[config.mk]
export PLATFORM = sky130hd
export DESIGN_NAME = qe_gen
export DESIGN_NICKNAME = d
export VERILOG_FILES = /design/src/rtl/qe_gen.sv
export SDC_FILE = /design/constraint.sdc
export NUM_CORES = 1
export LEC_CHECK = 0
export CORE_MARGIN = 1.5
export CORE_UTILIZATION = 40
export DETAILED_ROUTE_END_ITERATION = 6
export GPL_TIMING_DRIVEN = 1
export PLACE_DENSITY = 0.71
export SYNTH_ARGS = -nofsm -noshare
export SYNTH_HDL_FRONTEND = slang
export SYNTH_SLANG_ARGS = --single-unit
[constraint.sdc]
create_clock -name clk -period 5.2 [get_ports clk]
set_input_delay 0.78 -clock clk [delete_from_list [all_inputs] [get_ports clk]]
set_output_delay 0.78 -clock clk [all_outputs]
set_load 0.005 [all_outputs]
[src/rtl/qe_gen.sv]
// Quadrature encoder signal generator: steps an internal position toward a
// commanded target, one i/q edge per step, at a programmable clock divider rate.
module qe_gen #(
    parameter int WIDTH = 16,
    parameter int DIV_W = 16
) (
    input  logic             clk,
    input  logic             clr,
    input  logic [WIDTH-1:0] target,
    input  logic             load,
    input  logic [DIV_W-1:0] rate,
    input  logic             enable,
    output logic             i,
    output logic             q,
    output logic [WIDTH-1:0] pos,
    output logic             busy,
    output logic             done
);

    localparam logic [0:0] ST_IDLE = 1'b0;
    localparam logic [0:0] ST_WAIT = 1'b1;

    localparam logic [WIDTH-1:0] POS_ONE   = {{(WIDTH-1){1'b0}}, 1'b1};
    localparam logic [WIDTH-1:0] HALF_SPAN = {1'b1, {(WIDTH-1){1'b0}}};
    localparam logic [DIV_W-1:0] TMR_ONE   = {{(DIV_W-1){1'b0}}, 1'b1};

    logic [0:0]       state_q, state_d;
    logic [WIDTH-1:0] pos_q, pos_d;
    logic [WIDTH-1:0] tgt_q, tgt_d;
    logic [DIV_W-1:0] timer_q, timer_d;
    logic             i_q, i_d;
    logic             q_q, q_d;
    logic             done_q, done_d;

    logic [WIDTH-1:0] tgt_eff;
    logic [WIDTH-1:0] diff;
    logic [WIDTH-1:0] pos_step;
    logic             step_fwd;

    always_comb begin
        state_d  = state_q;
        pos_d    = pos_q;
        tgt_d    = tgt_q;
        timer_d  = timer_q;
        i_d      = i_q;
        q_d      = q_q;
        done_d   = 1'b0;

        // A load in the same cycle as a step steers that step toward the new target.
        tgt_eff  = load ? target : tgt_q;
        diff     = tgt_eff - pos_q;
        // Half-range distance is ambiguous; resolve it as forward.
        step_fwd = !diff[WIDTH-1] || (diff == HALF_SPAN);
        pos_step = step_fwd ? (pos_q + POS_ONE) : (pos_q - POS_ONE);

        case (state_q)
            ST_IDLE: begin
                if (load) begin
                    tgt_d = target;
                    if (target != pos_q) begin
                        state_d = ST_WAIT;
                        timer_d = rate;
                    end
                end
            end
            default: begin
                if (load) begin
                    tgt_d = target;
                end
                if (tgt_eff == pos_q) begin
                    state_d = ST_IDLE;
                end else if (enable) begin
                    if (timer_q != '0) begin
                        timer_d = timer_q - TMR_ONE;
                    end else begin
                        pos_d   = pos_step;
                        i_d     = pos_step[0] ^ pos_step[1];
                        q_d     = pos_step[1];
                        timer_d = rate;
                        if (pos_step == tgt_eff) begin
                            state_d = ST_IDLE;
                            done_d  = 1'b1;
                        end
                    end
                end
            end
        endcase
    end

    always_ff @(posedge clk) begin
        if (clr) begin
            state_q <= ST_IDLE;
            pos_q   <= '0;
            tgt_q   <= '0;
            timer_q <= '0;
            i_q     <= 1'b0;
            q_q     <= 1'b0;
            done_q  <= 1'b0;
        end else begin
            state_q <= state_d;
            pos_q   <= pos_d;
            tgt_q   <= tgt_d;
            timer_q <= timer_d;
            i_q     <= i_d;
            q_q     <= q_d;
            done_q  <= done_d;
        end
    end

    assign i    = i_q;
    assign q    = q_q;
    assign pos  = pos_q;
    assign busy = (state_q == ST_WAIT);
    assign done = done_q;

endmodule

### Word level (Yosys, flattened, before mapping)

Index checks and enable logic that the tools add are counted.

| operators by class | value |
|---|---|
| $add $sub $neg | 4 |
| eq/ne operators | 6 |
| muxes and demuxes | 16 |
| bitwise gates (word level) | 5 |
| reduce and logical (&&, ||, !) cells | 8 |

Operators by type and width:

| operator | number |
|---|---|
| 16-bit 2-to-1 mux | 8 |
| 16-bit equality test | 2 |
| 16-bit by 1-bit subtractor with 16-bit output, second input constant | 2 |
| 16-bit by 1-bit adder with 16-bit output, second input constant | 1 |
| 16-bit equality test, second input constant | 1 |
| 16-bit != test | 1 |
| 16-bit nonzero test | 1 |
| 16-bit subtractor | 1 |
| 1-bit 2-to-1 mux | 8 |
| 4-bit AND reduction | 2 |
| 5-bit OR reduction | 1 |
| 2-bit != test, second input constant | 2 |
| 1-bit inverter | 4 |
| 2-bit nonzero test | 2 |
| 1-bit logical NOT | 1 |
| 1-bit logical OR | 1 |
| 1-bit bitwise XOR | 1 |

| storage, ports and cells | value |
|---|---|
| flip-flop bits (word level) | 52 |
| word-level logic and storage cells | 46 |

### Longest topological paths before layout

Gate-level depths: netlist (run 1).

| logic depth | value |
|---|---|
| word-level depth | 11 |
| mapped depth | 24 |
| mapped depth without buffers | 20 |

### Worst setup path after synthesis (run 1)

No wires, ideal clock.

| timing | value |
|---|---|
| kind | in2reg |
| from | input port load |
| to | register state_q, in the netlist busy |
| setup time | 139 ps |
| data arrival time | 5387 ps |
| data required time | 5061 ps |
| path slack | -326 ps |
| cell stages on the path | 22 |
| path through | buf_4 > buf_4 > mux2i_1 > inv_1 > ha_1 > a21o_1 > a31o_1 > nor2_1 > mux2_4 > nor4b_2 > nand4_1 > and2_4 > fa_1 > a211oi_1 > o21bai_1 > a21oi_1 > o32a_1 > nand3_1 > nor4_1 > nand4_1 > nor4b_2 > a221oi_2 |

| between the ends | value |
|---|---|
| cells in the longest elaborated chain, start to end | 11 |

Ends and longest elaborated chain:

| item | line | RTL |
|---|---|---|
| start: declaration | 10 | `input logic load,` |
| 16-bit 2-to-1 mux (*) | -- |  |
| named net tgt_d[6] | 29 | `logic [WIDTH-1:0] tgt_q, tgt_d;` |
| 16-bit subtractor | 51 | `diff = tgt_eff - pos_q;` |
| 16-bit equality test / 1-bit logical NOT (equally long branches) | 53 | `step_fwd = !diff[WIDTH-1] \|\| (diff == HALF_SPAN);` |
| 1-bit logical OR | 53 |  |
| 16-bit 2-to-1 mux | 54 | `pos_step = step_fwd ? (pos_q + POS_ONE) : (pos_q - POS_ONE);` |
| 16-bit equality test | 80 | `if (pos_step == tgt_eff) begin` |
| 1-bit 2-to-1 mux | 80 |  |
| 1-bit 2-to-1 mux | 73 | `if (timer_q != '0) begin` |
| 1-bit 2-to-1 mux | 72 | `end else if (enable) begin` |
| 1-bit 2-to-1 mux (*) | 70 | `if (tgt_eff == pos_q) begin` |
| 1-bit 2-to-1 mux (*) | 56 | `case (state_q)` |
| end signal: assignment | 100 | `state_q <= state_d;` |
| end: declaration | 27 | `logic [0:0] state_q, state_d;` |

The timed path passes the listed nets; every way through them passes the cells marked *.
A chain may end at the register's enable or synchronous reset.

### Final worst setup path (run 1)

Same ends and word-level chain as after synthesis.

==> results.md, run 1 <==
- Clock Latency Late Sink: roughly 0.30 ns
- Post-route clock period utilization: 104.6%
- Die Y: 109.5 um
- # DRC: 0
- Reg clk slew, reported paths: 0.07 ns
- Final setup vio count: 3
- Vias in the first global route: roughly 5k
- Iteration-0 DRC count of the detailed router: roughly 370
- Placed insts: 877
- CP max stage cell: nor4b_2
- GRT overflow: 0
- Time the worst path needs with I/O delays and setup: between 5 and 6 ns
- VDD IR max: 0.1729 mV
- Vias post-DR: 5238
- CP Cell Sequence: buf_6 > buf_8 > buf_12 > mux2i_4 > inv_1 > ha_4 > nand4_1 > a211oi_2 > a211oi_4 > and3_4 > nor4_4 > nand4_1 > and2_4 > buf_4 > ha_4 > o21ai_2 > o21bai_4 > nand3_2 > a21boi_2 > xnor3_1 > nor4_4 > nand4_1 > nor4b_2 > a221oi_2
- Post-synth cell types: 75
- CTS Buf Count: 5
- Final estimated routing congestion in global placement: 0.9674
- Status: complete, but fails checks
- Syn avg cell area: a little under 8 um^2
- Clock sink total: 51
- Cell area after synthesis: 4533 um^2
- Worst hold path type: register to register
- # IOs: 56
- Syn. warnings: 0
- Crit-path leading delay family: simple AND/OR/NAND/NOR gates
- Share of cells above drive strength 1: 36.04%
- Pwr/cell area: 234.5 nW/um^2
- Buffers on Ports: 55
- Fin nets: 848
- Worst Path Arrival: 5.57 ns
- Starting density of the core: 41.45%
- Clock skew: 0.006422 ns
- Root Driver: clkbuf_16
- Largest net degree at the start of global routing: 53
- Failing checks: setup timing
- Initial DRT Pass Iterations: 6
- Async SR Flop Fraction: 0%
- GRT Total Usage: 26.50%
- Worst slew pin tran: 1.053 ns
- Critical path required time: between 5 and 6 ns
- Hold Vio Cnt, Final: 0
- Placeable Area: 10940 um^2
- Ys flop type: dfxtp_1
- Final std cells w/o fill: 917
- CP Max Fanout: 6
- H-tree level count: 2
- Clock Tree Buf Depth: 2
- Post-synth net total: 656
- Hold_ws: roughly 0.46 ns
- Worst reg2reg setup slack: 0.22 ns
- Post-synthesis sequential area ratio: roughly 23%
- Worst setup margin: -0.2367 ns
- Syn-to-layout area delta: 59.59%
- Final HPWL DP: 11.21 mm
- Cells after synthesis: 584
- Final wirelength: 16.65 mm
- Max frequency: roughly 180 MHz
- P_leak: around 0.0030 uW
- TritonCTS clock tree: done
- Max Cap Violations: 0
- Number of synthesized flops with an enable pin: 0
- ANT cells: 0
- Initial antenna violation count: 0
- CP Buf/Inv Count: 5
- Synth Register Bits: about 50
- Max incr delay on CP: roughly 0.35 ns
- Crit start category: input pin
- Critical path class: input pin to register
- Setup slack at placement: -1.071 ns
- DR vias/cell: 5.712
- Slew Limit Fails: 0
- Slew HR: 29.83%
- Final ANT Viol Nets: 0
- Die Width: between 100 and 150 um
- Die area: 11980 um^2
- # rows: 38
- Most common cell on crit path: nand4_1
- First-pass GRT wire length: 24.63 mm
- Worst setup EP type: register
- Fill cell count: 843
- Unrepaired setup endpoints after global routing: yes
- Average wire per standard cell: 18.16 um
## timing repair
action,in CTS,in global routing
cloned,2,0
hold buffers,0,0
pin swaps,38,28
buffers inserted,18,12
gates resized for setup,74,45
setup endpoints to repair,6,6
## tightest hold or removal path, cell delays in order, from the launching register on
cell and delay (ns):
dfxtp_1 0.31, nand2_1 0.05, a21oi_1 0.05
## worst paths after layout
kind,cells past startpoint,end,from
hold reg to reg,2,i,i
setup / recovery,24,busy,load
hold / removal,2,i,i
setup reg to reg,22,busy,tgt_q[4]
## area by class of cell
type                       count  area (um^2)  area share (%)
tap                          140        175.2           2.421
timing repair buffer         213         1802           24.90
multi-input combinational    469         3946           54.55
inverter                      36        135.1           1.868
clock inverter                 2        16.27          0.2248
sequential                    51         1021           14.11
clock buffer                   6        138.9           1.920
## synthesized netlist by cell type, drive strengths merged (4+ instances only)
cell type / n / area [um^2]
a211oi: 14 / 120.1
a21o: 8 / 61.31
a21oi: 48 / 259.0
a221oi: 4 / 41.29
a22oi: 10 / 75.07
and2: 5 / 33.78
and3: 4 / 25.02
and4: 4 / 35.03
buf: 13 / 75.07
clkbuf: 16 / 60.06
dfxtp: 51 / 1021
ha: 34 / 425.4
inv: 36 / 135.1
mux2i: 18 / 192.7
nand2: 68 / 255.2
nand3: 16 / 80.08
nand4: 7 / 43.79
nor2: 56 / 210.2
nor2b: 5 / 31.28
nor3: 10 / 60.06
nor4: 10 / 62.56
o21ai: 33 / 168.9
xnor2: 22 / 207.7
xor2: 30 / 262.8
## per-stage QoR
stage          util [%]  power (uW)  TNS (ns)  cell area, um^2
2_1_floorplan         -       891.8         0             4692
3_3_place_gp      56.93        1143    -3.592             6226
3_5_place_dp      56.93        1167    -4.892             6226
4_1_cts           62.96        1604   -0.1134             6885
5_1_grt           66.16        1787    -1.295             7234
6_report          66.16        1696   -0.5189             7234
## kinds of logic after synthesis
kind of cell | share of synthesized area, %
muxes | 5.161
adders and majority gates | 10.27
buffers and inverters | 5.962
AOI/OAI and AO/OA | 22.80
xor gates and xnor gates | 11.37
and+or+nand+nor | 21.92
DFF | 22.52
## power by group
part | internal [uW] | leakage, uW | total (uW) | switching (uW)
clock | 193 | 0.0000731 | 350 | 157
sequential | 414 | 0.000418 | 435 | 21.5
combinational | 461 | 0.00255 | 911 | 451
## registers in the layout, summed over array words and instances (netlist names)
name	flops
tgt_q	16
busy	1
pos	16
done	1
i	1
timer_q	16
## placed cells by master, fill, tap and decap left out, drive strengths merged, types with 10 or more instances in the layout
cell type and count:
clkdlybuf4s50 45, a211oi 14, nand2 68, buf 159, nor2 56, xor2 30, dfxtp 51, o21ai 33
a21oi 48, ha 34, nor4 10, nand3 16, xnor2 22, a22oi 10, nor3 10, inv 36
mux2i 18
## routing by layer
layer	share of wire (%)	up-vias	GRT usage [%]
li1	-	2463	-
met1	38	2453	30.44
met2	49	256	45.12
met3	6.7	66	4.268
met4	6.5	0	17.72
met5	0	-	0
Note: power is estimated with default switching activity, not from simulation.
==> inputs of run 2 (changes only) <==
CORE_UTILIZATION = 45   (was 40)
PLACE_DENSITY = 0.77   (was 0.71)
==> results.md, run 2 (synthesis results as in run 1) <==
- Buffers on Ports: 55
- Reg clk slew, reported paths: 0.11 ns
- Average wire per standard cell: 18.38 um
- Worst setup EP type: register
- TritonCTS clock tree: done
- Initial antenna violation count: 0
- GRT overflow: 0
- Most frequent cells in the layout: buf_4 (149), nand2_1 (63), nor2_1 (55)
- Final ANT Viol Nets: 0
- Largest net degree at the start of global routing: 53
- Slew HR: 32.51%
- Clock Tree Buf Depth: 2
- Die Y: 103.4 um
- Die Width: about 100 um
- Final estimated routing congestion in global placement: 0.9254
- # IOs: 56
- Final setup vio count: 2
- # DRC: 0
- Setup slack at placement: -1.004 ns
- Unrepaired setup endpoints after global routing: yes
- Time the worst path needs with I/O delays and setup: 5.455 ns
- Worst hold path type: register to register
- Post-route clock period utilization: 104.9%
- Critical path required time: about 5.4 ns
- Met2 routed WL: 8.545 mm
- Status: complete, but fails checks
- Worst r2r path cells: 25
- Worst Path Arrival: 5.63 ns
- Most common cell after layout, fill and taps aside: buf_4
- Final HPWL DP: 11.38 mm
- P_leak: ~0.003 uW
- Final wirelength: 16.71 mm
- Vias in the first global route: 5098
- Failing checks: setup timing
- Starting density of the core: between 40% and 50%
- First-pass GRT wire length: ~25 mm
- DR vias/cell: 5.806
- Final std cells w/o fill: between 900 and 1k
- Pwr/cell area: 225.1 nW/um^2
- CTS Buf Count: 5
- Share of cells above drive strength 1: 36.86%
- Max Cap Violations: 0
- Worst Hold Depth: 2
- Post-route core utilization: roughly 73%
- Iteration-0 DRC count of the detailed router: roughly 320
- DR WL met3: 1.009 mm
- GRT Total Usage: approximately 30%
- ANT cells: 0
- Setup TNS: -0.2618 ns
- Clock Latency Late Sink: 0.33 ns
- Hold Vio Cnt, Final: 0
- H-tree level count: 2
- Slew Limit Fails: 0
- # rows: 36
- Max frequency: approximately 180 MHz
- Root Driver: clkbuf_8
- Placeable Area: 9774 um^2
- Fin nets: roughly 850
- Worst Hold Launch: i
- Critical path class: input pin to register
- Vias post-DR: 5278
- Worst reg2reg setup slack: 0.10 ns
- R2R Path End: busy
- Placed insts: 869
- Top Layer Used: met4
- Clock skew: 0.009023 ns
- Crit start category: input pin
- Initial DRT Pass Iterations: 6
- CP Max Fanout: 8
- Clock sink total: 51
- Worst flop-to-flop path startpoint: tgt_q[4]
- Worst slew pin tran: ~1.0 ns
- Metal1 wirelength: 6.572 mm
- Hold Path Sink: i
- VDD IR max: 0.1643 mV
- Die area: 10680 um^2
- Syn-to-layout area delta: 56.91%
- Worst setup margin: -0.2550 ns
==> run 2: worst max-delay path, cell delays in order <==
cell,delay [ns]
buf_12,0.13
buf_6,0.12
mux2i_4,0.18
ha_2,0.19
fa_2,0.39
xor2_2,0.18
o2111ai_2,0.14
a211oi_2,0.17
nand2_1,0.12
nor4b_4,0.30
nand4_1,0.18
and2_4,0.25
buf_6,0.13
ha_4,0.25
buf_6,0.12
o21ai_2,0.13
o21bai_2,0.11
buf_4,0.15
a21oi_1,0.36
xnor2_1,0.20
nand2_1,0.10
nor4_2,0.23
nand4_1,0.17
nor4b_2,0.44
a221oi_2,0.10
==> run 2: how the worst max path moves through the flow <==
stage | startpoint | endpoint | slack, ns | cells after the start
floorplan | load | busy | 0.002 | 21
global placement | load | busy | -0.83 | 22
detailed placement | load | busy | -1.00 | 22
CTS | load | busy | -0.06 | 24
global route | target[3] | busy | -0.44 | 26
finish | load | busy | -0.25 | 25
==> run 2: layout make-up <==
| cell class | count | area (um^2) |
|---|---|---|
| Clock buffer | 6 | 72.57 |
| Clock inverter | 2 | 16.27 |
| Fill cell | 715 | 2661 |
| Inverter | 36 | 135.1 |
| Multi-Input combinational cell | 468 | 3900 |
| Sequential cell | 51 | 1021 |
| Tap cell | 133 | 166.4 |
| Timing Repair Buffer | 213 | 1802 |
==> run 2: report_power, final <==
group	internal, uW	switching, uW	leakage, uW
clock	97.5	163	0.0000418
combinational	458	446	0.00258
sequential	414	22.7	0.000418
total	969	632	0.00303
==> run 2: repair_timing <==
item                                    in CTS  in global routing
gates resized for setup                     64                 64
endpoints found under the setup margin       7                  5
hold buffers                                 0                  0
cloned                                       0                  0
pin swaps                                   27                 45
buffers inserted                            20                 14
==> run 2: metal layers <==
metal | vias to the layer above | GRT usage, %
met2 | 234 | 56.46
met5 | - | 0
met3 | 57 | 3.831
li1 | 2462 | -
met1 | 2525 | 34.51
met4 | 0 | 9.771
==> run 2: through the flow <==
| stage | hold slack (ns) | total power [uW] | cell area, um^2 |
|---|---|---|---|
| 3_3_place_gp | 0.4381 | 1148 | 6235 |
| 5_1_grt | 0.4934 | 1688 | 7113 |
| 6_report | 0.4693 | 1601 | 7113 |
| 4_1_cts | 0.4734 | 1500 | 6726 |
| 3_5_place_dp | 0.4582 | 1175 | 6235 |
| 2_1_floorplan | 0.4482 | 891.8 | 4692 |
==> inputs of run 3 (changes only) <==
CORE_UTILIZATION = 40   (was 45)
PLACE_DENSITY = 0.71   (was 0.77)
==> results of run 3 <==
Same layout as run 1: the final DEF is identical, and so are final timing and power.
